===== config.mk =====
export PLATFORM = sky130hd
export DESIGN_NAME = ex_wb_stage
export DESIGN_NICKNAME = d
export VERILOG_FILES = /design/src/rtl/ctrl_pkg.sv /design/src/rtl/gpio_in_sync.sv /design/src/rtl/ex_wb_stage.sv
export SDC_FILE = /design/constraint.sdc
export NUM_CORES = 1
export LEC_CHECK = 0
export ABC_CLOCK_PERIOD_IN_PS = 3750
export BUFFER_PORTS_ARGS = -buffer_cell sky130_fd_sc_hd__buf_2
export CAP_MARGIN = 15
export CORE_MARGIN = 3
export CORE_UTILIZATION = 47
export DETAILED_ROUTE_END_ITERATION = 16
export PLACE_DENSITY = 0.83
export SLEW_MARGIN = 0
export SYNTH_ARGS = -nofsm -noshare
export SYNTH_HDL_FRONTEND = slang
export SYNTH_SLANG_ARGS = --single-unit
export TNS_END_PERCENT = 30

===== constraint.sdc =====
create_clock -name clk -period 3.75 [get_ports clk]
set_input_delay 0.5625 -clock clk [delete_from_list [all_inputs] [get_ports clk]]
set_output_delay 0.5625 -clock clk [all_outputs]
set_load 0.05 [all_outputs]

===== src/rtl/ctrl_pkg.sv =====
// rtl/ctrl_pkg.sv - shared EX/WB encodings, widths and the WB boundary record
// Used by ex_wb_stage (GPIO_SYNC_EN selects the synchronised GPIO input build).
package ctrl_pkg;

  localparam int DW_DEF = 32;
  localparam int AW_DEF = 5;

  localparam logic [1:0] REGSEL_ALU = 2'd0;
  localparam logic [1:0] REGSEL_HI  = 2'd1;
  localparam logic [1:0] REGSEL_LO  = 2'd2;

  typedef struct packed {
    logic [DW_DEF-1:0] writedata;
    logic [AW_DEF-1:0] regdest;
    logic              regwrite;
  } ex_wb_t;

  // A GPIO read always targets rd, whatever rdrt says.
  function automatic logic [AW_DEF-1:0] sel_dest(
    input logic              gpio_rd,
    input logic              rdrt,
    input logic [AW_DEF-1:0] rt_addr,
    input logic [AW_DEF-1:0] rd_addr
  );
    if (gpio_rd) begin
      return rd_addr;
    end
    return rdrt ? rt_addr : rd_addr;
  endfunction

endpackage


===== src/rtl/gpio_in_sync.sv =====
// rtl/gpio_in_sync.sv - DEPTH-deep flop chain capturing the GPIO input pins
// DEPTH=1 gives the plain input register; DEPTH>=2 acts as a synchroniser.
module gpio_in_sync #(
  parameter int DW    = 32,
  parameter int DEPTH = 2
) (
  input  logic          clk_i,
  input  logic          rst_ni,
  input  logic [DW-1:0] d_i,
  output logic [DW-1:0] q_o
);

  logic [DW-1:0] stage_q [DEPTH];

  always_ff @(posedge clk_i) begin
    if (!rst_ni) begin
      for (int i = 0; i < DEPTH; i++) begin
        stage_q[i] <= '0;
      end
    end else begin
      stage_q[0] <= d_i;
      for (int i = 1; i < DEPTH; i++) begin
        stage_q[i] <= stage_q[i-1];
      end
    end
  end

  assign q_o = stage_q[DEPTH-1];

endmodule


===== src/rtl/ex_wb_stage.sv =====
// rtl/ex_wb_stage.sv - EX->WB boundary: HI/LO, GPIO latch/capture, regfile write port
// Build option: GPIO_SYNC_EN inserts a SYNC_STAGES-deep synchroniser on gpio_in.
module ex_wb_stage
  import ctrl_pkg::*;
#(
  parameter int DW          = DW_DEF,
  parameter int AW          = AW_DEF,
  parameter int SYNC_STAGES = 2
) (
  input  logic          clk,
  input  logic          rst,
  input  logic          stall_EX,
  input  logic          flush_EX,
  input  logic [DW-1:0] alu_res_EX,
  input  logic [DW-1:0] alu_hi_EX,
  input  logic [DW-1:0] rt_data_EX,
  input  logic [AW-1:0] rd_addr_EX,
  input  logic [AW-1:0] rt_addr_EX,
  input  logic          enhilo_EX,
  input  logic [1:0]    regsel_EX,
  input  logic          regwrite_EX,
  input  logic          rdrt_EX,
  input  logic          gpio_out_en_EX,
  input  logic          gpio_in_en_EX,
  input  logic [DW-1:0] gpio_in,
  output logic [DW-1:0] gpio_out,
  output logic [DW-1:0] hi_q,
  output logic [DW-1:0] lo_q,
  output logic [DW-1:0] writedata_WB,
  output logic [AW-1:0] regdest_WB,
  output logic          regwrite_WB
);

`ifdef GPIO_SYNC_EN
  localparam int CAP_DEPTH = SYNC_STAGES;
`else
  localparam int CAP_DEPTH = 1;
`endif

  logic [DW-1:0] gpio_cap;
  logic [DW-1:0] hi_d, lo_d, gpio_out_d;
  logic [AW-1:0] dest;
  logic          retire;
  ex_wb_t        wb_d, wb_q;

  gpio_in_sync #(
    .DW    (DW),
    .DEPTH (CAP_DEPTH)
  ) u_gpio_in_sync (
    .clk_i  (clk),
    .rst_ni (rst),
    .d_i    (gpio_in),
    .q_o    (gpio_cap)
  );

  // Stall and flush together resolve to a plain bubble with no side effects.
  assign retire = ~stall_EX & ~flush_EX;
  assign dest   = sel_dest(gpio_in_en_EX, rdrt_EX, rt_addr_EX, rd_addr_EX);

  always_comb begin
    hi_d        = hi_q;
    lo_d        = lo_q;
    gpio_out_d  = gpio_out;
    wb_d        = wb_q;
    wb_d.regwrite = 1'b0;
    if (retire) begin
      if (enhilo_EX) begin
        hi_d = alu_hi_EX;
        lo_d = alu_res_EX;
      end
      if (gpio_out_en_EX) begin
        gpio_out_d = rt_data_EX;
      end
      // mfhi/mflo read the committed registers, never the in-flight product.
      if (gpio_in_en_EX) begin
        wb_d.writedata = gpio_cap;
      end else begin
        case (regsel_EX)
          REGSEL_HI: wb_d.writedata = hi_q;
          REGSEL_LO: wb_d.writedata = lo_q;
          default:   wb_d.writedata = alu_res_EX;
        endcase
      end
      wb_d.regdest  = dest;
      wb_d.regwrite = (regwrite_EX | gpio_in_en_EX) & (|dest);
    end
  end

  always_ff @(posedge clk) begin
    if (!rst) begin
      hi_q     <= '0;
      lo_q     <= '0;
      gpio_out <= '0;
      wb_q     <= '0;
    end else begin
      hi_q     <= hi_d;
      lo_q     <= lo_d;
      gpio_out <= gpio_out_d;
      wb_q     <= wb_d;
    end
  end

  assign writedata_WB = wb_q.writedata;
  assign regdest_WB   = wb_q.regdest;
  assign regwrite_WB  = wb_q.regwrite;

  // GPIO read and write in one instruction is an illegal decode.
  a_gpio_rw_exclusive : assert property (@(posedge clk) disable iff (!rst)
    !(gpio_in_en_EX && gpio_out_en_EX));

endmodule


==> results.md, run 1 <==
- Total wire length: roughly 19000 um
- Hold Crit Endpoint: u_gpio_in_sync.stage_q[0][25]$_SDFF_PN0_
- Crit path max fanout: 33
- Combinational power share: between 10 and 15%
- Max Freq: around 480 MHz
- Period minus WS final: between 2 and 2.5 ns
- Initial Util: approximately half
- Syn nets: just over 900
- Die H: 123.2 um
- Kind of critical path: input pin to flip-flop
- Clock sink count: 166
- Synth-to-Final Area Change: 31.98%
- Hold/Removal Path Class: input pin to flip-flop
- Critical Path AT: roughly 2.4 ns
- Vias: around 6300
- Die area: between 15000 and 20000 sq um
- Initial antenna violation count: 2
- Final Hold Vio Count: 0
- Register area share after synthesis: 51.47%
- Clock Skew: 0.006852 ns
- CP top delay family: adder cells
- Final period util: a little under three fifths
- Final HPWL DP: between 10000 and 15000 um
- Synth cell types: 26
- Cell-by-cell trace of the critical path: buf_2 > inv_1 > ha_2 > buf_4 > a221oi_1 > a211o_1 > a31oi_1
- Longest Clk Path Bufs: 2
- Post-DP Area: 7866 sq um
- Least-Margin Pin Slew: around 1.1 ns
- Final GP Congestion: roughly 0.83
- CTS tree: done
- Total chip power: approximately 4.4 mW
- Reg clk slew, reported paths: 0.06 ns
- CORE AREA: between 10000 and 15000 sq um
- FP Rows: between 40 and 50
- Commonest non-fill, non-tap cells in the layout: buf_2 (282), nand2_1 (224), dfxtp_1 (166)
- IR drop worst, VDD: roughly 0.00038 V
- Mapped Avg Cell Area: 8.288 sq um
- Design area: approximately 8500 sq um
- Synth top area cells: dfxtp_1 (51%), nand2_1 (13%), a21oi_1 (7.4%), a211o_1 (4.3%), a221oi_1 (4.3%)
- Max cap viols: 0
- Relative slew slack: approximately 29%
- Count of state elements after synthesis: 166
- Hold WS: roughly 0.34 ns
- RSZ-0062 raised after global routing: false
- Remaining Overflow, GRT: 0
- CTS resizes: 0
- Critical Path Max Stage Delay: roughly 0.72 ns
- Post-CTS setup buffers: 0
- First-pass GRT wire length: between 20000 and 30000 um
- Die X: around 120 um
- Setup TNS: 0 ns
- Reg-to-reg setup timing slack: approximately 2.7 ns
- Synth Warn #: 0
- CP bufs+invs: 3
- Switch Pwr: ~1.2 mW
- Clock root cell: clkbuf_16
- Hold Crit Depth: 2
- Final Slew Violations: 0
- Power density over cell area: between 500 and 600 nW/um^2
- Critical Path End Type: flip-flop
- WP data required: between 4 and 5 ns
- Layout net count: between 1000 and 1500
- Largest net degree at the start of global routing: 65
- Pint: roughly 3.2 mW
- Startpoint Class: input pin
- Post-layout util: between 60 and 70%
- Met3 wire len: 1829 um
- Final Setup Violations: 0
- DR iter-0 viols: about 480
- GRT Util Overall: between 20 and 25%
- DR DRC count: 0
- Syn Inst Count: roughly 800
- Commonest non-fill, non-tap cell in the layout: buf_2
- Met2 wire length: about 9000 um
- Static Leak: about 3.9 nW
- Clock network fraction of total power: 42.2%
- H-tree depth: 4
- Worst-Skew Late Latency: between 0.4 and 0.5 ns
- Buffers on Ports: about 280
- Min-delay src: gpio_in[25]
- IO Count: ~280
- DR pass1 iterations: 5
- Hold Buf Count CTS: 0
- Switching share of power: 26.65%
- FF-to-FF Start: hi_q[31]$_SDFFE_PN0P_
- Sequential fraction of design power: a little over two fifths
- Status: completed
- Met1 wire length: 8002 um
- Cell Area, Synth: 6456 sq um
- Max layer used: met5
- Average vias per placed instance: between 5 and 6
- Final ANT Viol Nets: 0
- Layout cells sized above 1: a little under a third
- Cts bufs inserted: 17
- Worst Reg-to-Reg Cells: 3
- Number of global-route vias before repair: 5734
- Synth top area share: roughly half
- R2R Path End: writedata_WB[31]$_SDFFE_PN0N_
- Critical path's slowest cell: ha_2
- Top cell type by total area after synthesis: dfxtp_1
- Drt wl/cell: between 15 and 20 um
-- stage by stage --
step,std cells,worst slack (ns)
floorplan,779,2.048
detailed placement,1177,1.242
CTS,1208,1.656
global placement,1177,1.308
finish,1210,1.656
global route,1210,1.531
-- state kept, by name (all words and copies together) (netlist names) --
| name | count |
|---|---|
| u_gpio_in_sync.stage_q | 32 |
| hi_q | 32 |
| regwrite_WB | 1 |
| lo_q | 32 |
| writedata_WB | 32 |
| regdest_WB | 5 |
| gpio_out | 32 |
-- kinds of logic (layout without fill, tap and decap cells) --
| family | count (synthesis) | after routing | synth area share (%) |
|---|---|---|---|
| and+or+nand+nor | 273 | 273 | 17.67 |
| AOI/OAI and AO/OA | 230 | 230 | 22.36 |
| DFF | 166 | 166 | 51.47 |
| buffers and inverters | 103 | 357 | 7.326 |
| muxes | 5 | 5 | 0.7752 |
| adders and majority gates | 2 | 2 | 0.3875 |
| other | 0 | 1 | 0 |
-- area by class of cell --
cell class	instances	area [sq um]
antenna	1	2.502
clock buffer	25	525.5
clock inverter	6	111.4
fill	1148	4827
inverter	35	132.6
multi-input combinational	510	2681
sequential	166	3323
tap	176	220.2
timing repair buffer	291	1524
-- metal layers --
layer	vias up	global-route usage [%]
li1	3122	-
met1	2909	31.00
met2	284	39.48
met3	24	7.457
met4	2	8.720
met5	-	0
-- power by group through the flow --
stage,registers [mW],clock network (mW),logic [mW]
finish,1.89,1.85,0.646
global route,1.89,1.94,0.699
CTS,1.89,1.87,0.648
detailed placement,1.92,0,0.645
global placement,1.92,0,0.637
floorplan,2.13,0,0.235
-- synthesized netlist by cell type, drive strengths merged --
cell type,n
a211o,32
a211oi,5
a21oi,96
a221oi,32
a31oi,32
and2,32
and3,1
buf,36
clkbuf,32
dfxtp,166
ha,2
inv,35
mux2i,5
nand2,224
nand2b,1
nor2,7
nor3,2
nor3b,2
nor4,1
o21ai,33
or3b,2
or4,1
-- worst max-delay path by stage --
stage,from,to,cells past startpoint
after CTS,regsel_EX[0],writedata_WB[9]$_SDFFE_PN0N_,7
final,regsel_EX[0],writedata_WB[9]$_SDFFE_PN0N_,7
after global routing,regsel_EX[0],writedata_WB[10]$_SDFFE_PN0N_,7
after global placement,regsel_EX[0],writedata_WB[14]$_SDFFE_PN0N_,7
after detailed placement,regsel_EX[0],writedata_WB[13]$_SDFFE_PN0N_,7
after floorplan,regsel_EX[0],writedata_WB[23]$_SDFFE_PN0N_,7
(Power assumes the default switching activity.)
==> inputs of run 2 (changes only) <==
--- a/config.mk
+++ b/config.mk
@@ -5,13 +5,14 @@
 export SDC_FILE = /design/constraint.sdc
 export NUM_CORES = 1
 export LEC_CHECK = 0
-export ABC_CLOCK_PERIOD_IN_PS = 3750
+export ABC_AREA = 1
+export ABC_CLOCK_PERIOD_IN_PS = 1760
 export BUFFER_PORTS_ARGS = -buffer_cell sky130_fd_sc_hd__buf_2
 export CAP_MARGIN = 15
 export CORE_MARGIN = 3
-export CORE_UTILIZATION = 47
+export CORE_UTILIZATION = 43
 export DETAILED_ROUTE_END_ITERATION = 16
-export PLACE_DENSITY = 0.83
+export PLACE_DENSITY = 0.8
 export SLEW_MARGIN = 0
 export SYNTH_ARGS = -nofsm -noshare
 export SYNTH_HDL_FRONTEND = slang
==> constraint.sdc (replaced) <==
create_clock -name clk -period 1.76 [get_ports clk]
set_input_delay 0.264 -clock clk [delete_from_list [all_inputs] [get_ports clk]]
set_output_delay 0.264 -clock clk [all_outputs]
set_load 0.05 [all_outputs]
==> results.md, run 2 <==
- Synth top area share: 49.06% (-2.4 points)
- Compound-Gate Fraction of Synth Area: 12.78% (-9.6 points)
- Setup TNS: 0 ns (unchanged)
- DR DRC count: 0 (unchanged)
- Reg-to-reg setup timing slack: 0.82 ns (-1.87 ns)
- Vias: 7094 (+12%)
- Post-layout util: 58.59% (-5.2 points)
- Total wire length: 21320 um (+11%)
- Reg clk slew, reported paths: 0.07 ns (about the same)
- GR Layer Usage met1: 28.93% (-2.1 points)
- Die H: 131.5 um (+6.7%)
- Cts bufs inserted: 17 (unchanged)
- Clock root cell: clkbuf_16
- Clock Skew: 0.008261 ns (+0.001409 ns)
- Adder-cell area share of the yosys netlist: 0.3694% (-0.018 points)
- Final HPWL DP: 14750 um (+15%)
- CP Depth: 1 (-6)
- FF-to-FF Start: hi_q[29]$_SDFFE_PN0P_
- Post-synthesis xor/xnor area fraction: 0% (unchanged)
- Least-Margin Pin Slew: 0.5406 ns (-0.5187 ns)
- Final ANT Viol Nets: 0 (unchanged)
- Remaining Overflow, GRT: 0 (unchanged)
- Worst-Skew Late Latency: 0.42 ns (about the same)
- Initial antenna violation count: 1 (-1)
- Mapped Avg Cell Area: 6.856 sq um (-17%)
- Final period util: between 70% and 80%
- Cell-by-cell trace of the critical path: buf_2
- Synth-to-Final Area Change: 32.45%
- Final GP Congestion: 0.8490 (+2.0%)
- EDFF count, synth: 0 (unchanged)
- Top cell type by total area after synthesis: dfxtp_1
- Switch Pwr: 2.741 mW (+130%)
- Longest Clk Path Bufs: 2 (unchanged)
- Hold Crit Depth: 3 (+1)
- Max Freq: between 700 and 800 MHz
- Syn Inst Count: 988 (+27%)
- CTS resizes: 0 (unchanged)
- Number of global-route vias before repair: 6482 (+13%)
- Initial Util: 44.23% (-4.1 points)
- Largest net degree at the start of global routing: 65 (unchanged)
- Clock network fraction of total power: 40.3% (-1.9 points)
- Commonest non-fill, non-tap cells in the layout: buf_2 (281), nand2_1 (270), nor2_1 (258)
- Period minus WS final: between 1 and 1.5 ns
- Buffers on Ports: 282 (unchanged)
- Commonest non-fill, non-tap cell in the layout: buf_2
- Cell with the most instances after synthesis: nand2_1
- Critical Path Max Stage Delay: 0.41 ns (-0.31 ns)
- Mux contribution to synthesized area: 0% (-0.78 points)
- WP data required: 1.50 ns (-2.59 ns)
- Synth top area cells: dfxtp_1 (49%), nand2_1 (15%), nor2_1 (14%), o21ai_0 (7.4%), a21oi_1 (4.7%)
- CORE AREA: 15310 sq um (+15%)
- CP bufs+invs: 1 (-2)
- Synth top cells by count: nand2_1 (271), nor2_1 (258), dfxtp_1 (166)
- Status: completed
- Met2 GRT Util: 40.29% (+0.80 points)
- Power density over cell area: 1064 nW/um^2 (+110%)
- Combinational power share: 17.1% (+2.3 points)
- Crit path max fanout: 3 (-91%)
- Critical Path AT: 1.13 ns (-1.30 ns)
- DR iter-0 viols: 507 (+6.5%)
- H-tree depth: 4 (unchanged)
- DR pass1 iterations: 7 (+2)
- Critical path's slowest cell: dfxtp_1
- Hold/Removal Path Class: input pin to flip-flop
- Drt wl/cell: 14.54 um (-8.4%)
- R2R Path End: writedata_WB[29]$_SDFFE_PN0N_
- Die X: 131.5 um (+6.7%)
- IR drop worst, VDD: 0.0006028 V (+60%)
- Layout net count: 1394 (+19%)
- Kind of critical path: flip-flop to primary output
- Min-delay src: gpio_in[17]
- Clock sink count: 166 (unchanged)
- Cell Area, Synth: 6774 sq um (+4.9%)
- Ys async rst share: 0% (unchanged)
- Met3 Use GR: 7.619% (+0.16 points)
- Max cap viols: 0 (unchanged)
- Top Usage Layer GRT: met2
- Startpoint Class: flip-flop
- Hold Crit Endpoint: u_gpio_in_sync.stage_q[0][17]$_SDFF_PN0_
- Relative slew slack: 63.91% (+35 points)
- IO Count: 283 (unchanged)
- Worst Reg-to-Reg Cells: 6 (+3)
- FP Rows: 45 (+7.1%)
- Pint: 6.806 mW (+110%)
- Register area share after synthesis: 49.06% (-2.4 points)
- Layout cells sized above 1: 26.29% (-5.4 points)
- Die area: 17290 sq um (+14%)
- Synth Warn #: 0 (unchanged)
- GRT Util Overall: 23.96% (-0.49 points)
- Switching share of power: 28.71% (+2.1 points)
- CP top delay family: flip-flops
- Final Hold Vio Count: 0 (unchanged)
- RSZ-0062 raised after global routing: false
- Final Setup Violations: 0 (unchanged)
- Primary FF master, synth: dfxtp_1
- Antenna fix cells: 0 (-1)
- Average vias per placed instance: 4.839 (-7.7%)
- Static Leak: 4.645 nW (+18%)
- Largest family of logic cells by synthesized area: simple AND/OR/NAND/NOR gates
- Sequential fraction of design power: 42.6% (-0.5 points)
- Final Slew Violations: 0 (unchanged)
- CTS tree: done
- First-pass GRT wire length: 33380 um (+15%)
- Critical Path End Type: primary output
- Simple-gate share of the synthesized area: 29.81% (+12 points)
- Count of state elements after synthesis: 166 (unchanged)
- Synth cell types: 19 (-27%)
- Syn nets: 1139 (+22%)
- Total chip power: 9.547 mW (+120%)
==> run 2: worst register-to-register path, stage by stage (launching register included) <==
cell     delay, ns
dfxtp_1       0.41
nand2_1       0.08
nand2_1       0.08
nand2_1       0.05
nand2_1       0.07
nand2_1       0.05
a21oi_1       0.13
==> run 2: routing by layer <==
metal / wire length (um) / vias to the layer above
met5: 13 / -
met4: 376 / 2
met3: 1940 / 32
met2: 10220 / 338
met1: 8775 / 3154
li1: - / 3568
==> run 2: cell type report <==
cell class | instances | area, sq um
Fill cell | 1483 | 6342
Sequential cell | 166 | 3323
Multi-Input combinational cell | 706 | 2913
Timing Repair Buffer | 300 | 1677
Clock buffer | 23 | 447.9
Tap cell | 211 | 264.0
Inverter | 52 | 197.7
Clock inverter | 8 | 150.1
==> run 2: worst max path at each step <==
stage                           from                       endpoint  slack [ns]
2_1_floorplan           regsel_EX[0]  writedata_WB[22]$_SDFFE_PN0N_        0.47
3_3_place_gp            regsel_EX[0]   writedata_WB[0]$_SDFFE_PN0N_        0.32
3_5_place_dp            regsel_EX[1]  writedata_WB[10]$_SDFFE_PN0N_        0.28
4_1_cts        hi_q[29]$_SDFFE_PN0P_                       hi_q[29]        0.34
5_1_grt        hi_q[29]$_SDFFE_PN0P_                       hi_q[29]        0.31
6_report       hi_q[29]$_SDFFE_PN0P_                       hi_q[29]        0.36
==> run 2: stage by stage <==
stage | area, sq um | hold WS, ns | setup slack [ns] | instances
final | 8972 | 0.02805 | 0.3627 | 1466
after global routing | 8972 | 0.003468 | 0.3115 | 1466
after CTS | 8972 | 0.002083 | 0.3372 | 1466
after detailed placement | 8364 | 0.4497 | 0.2846 | 1434
after global placement | 8364 | 0.4479 | 0.3160 | 1434
after floorplan | 6774 | 0.3616 | 0.4697 | 988
==> run 2: timing repair <==
item / in CTS / in global routing
setup buffers: 0 / 0
setup endpoints to repair: 0 / 0
endpoints found under the hold margin: 1 / 0
hold buffers: 1 / 0
==> run 2: cell families (layout without fill, tap and decap cells) <==
logic type	after synthesis	after routing
buf+inv	116	383
fa+ha+maj	2	2
simple gates	534	534
compound gates	170	170
flops	166	166
==> run 2: power groups by stage <==
stage	Clock (mW)	Sequential, mW	Combinational [mW]
floorplan	0	4.67	0.570
global route	4.08	4.09	1.76
finish	3.84	4.07	1.63
detailed placement	0	4.15	1.63
CTS	3.91	4.07	1.64
global placement	0	4.15	1.61
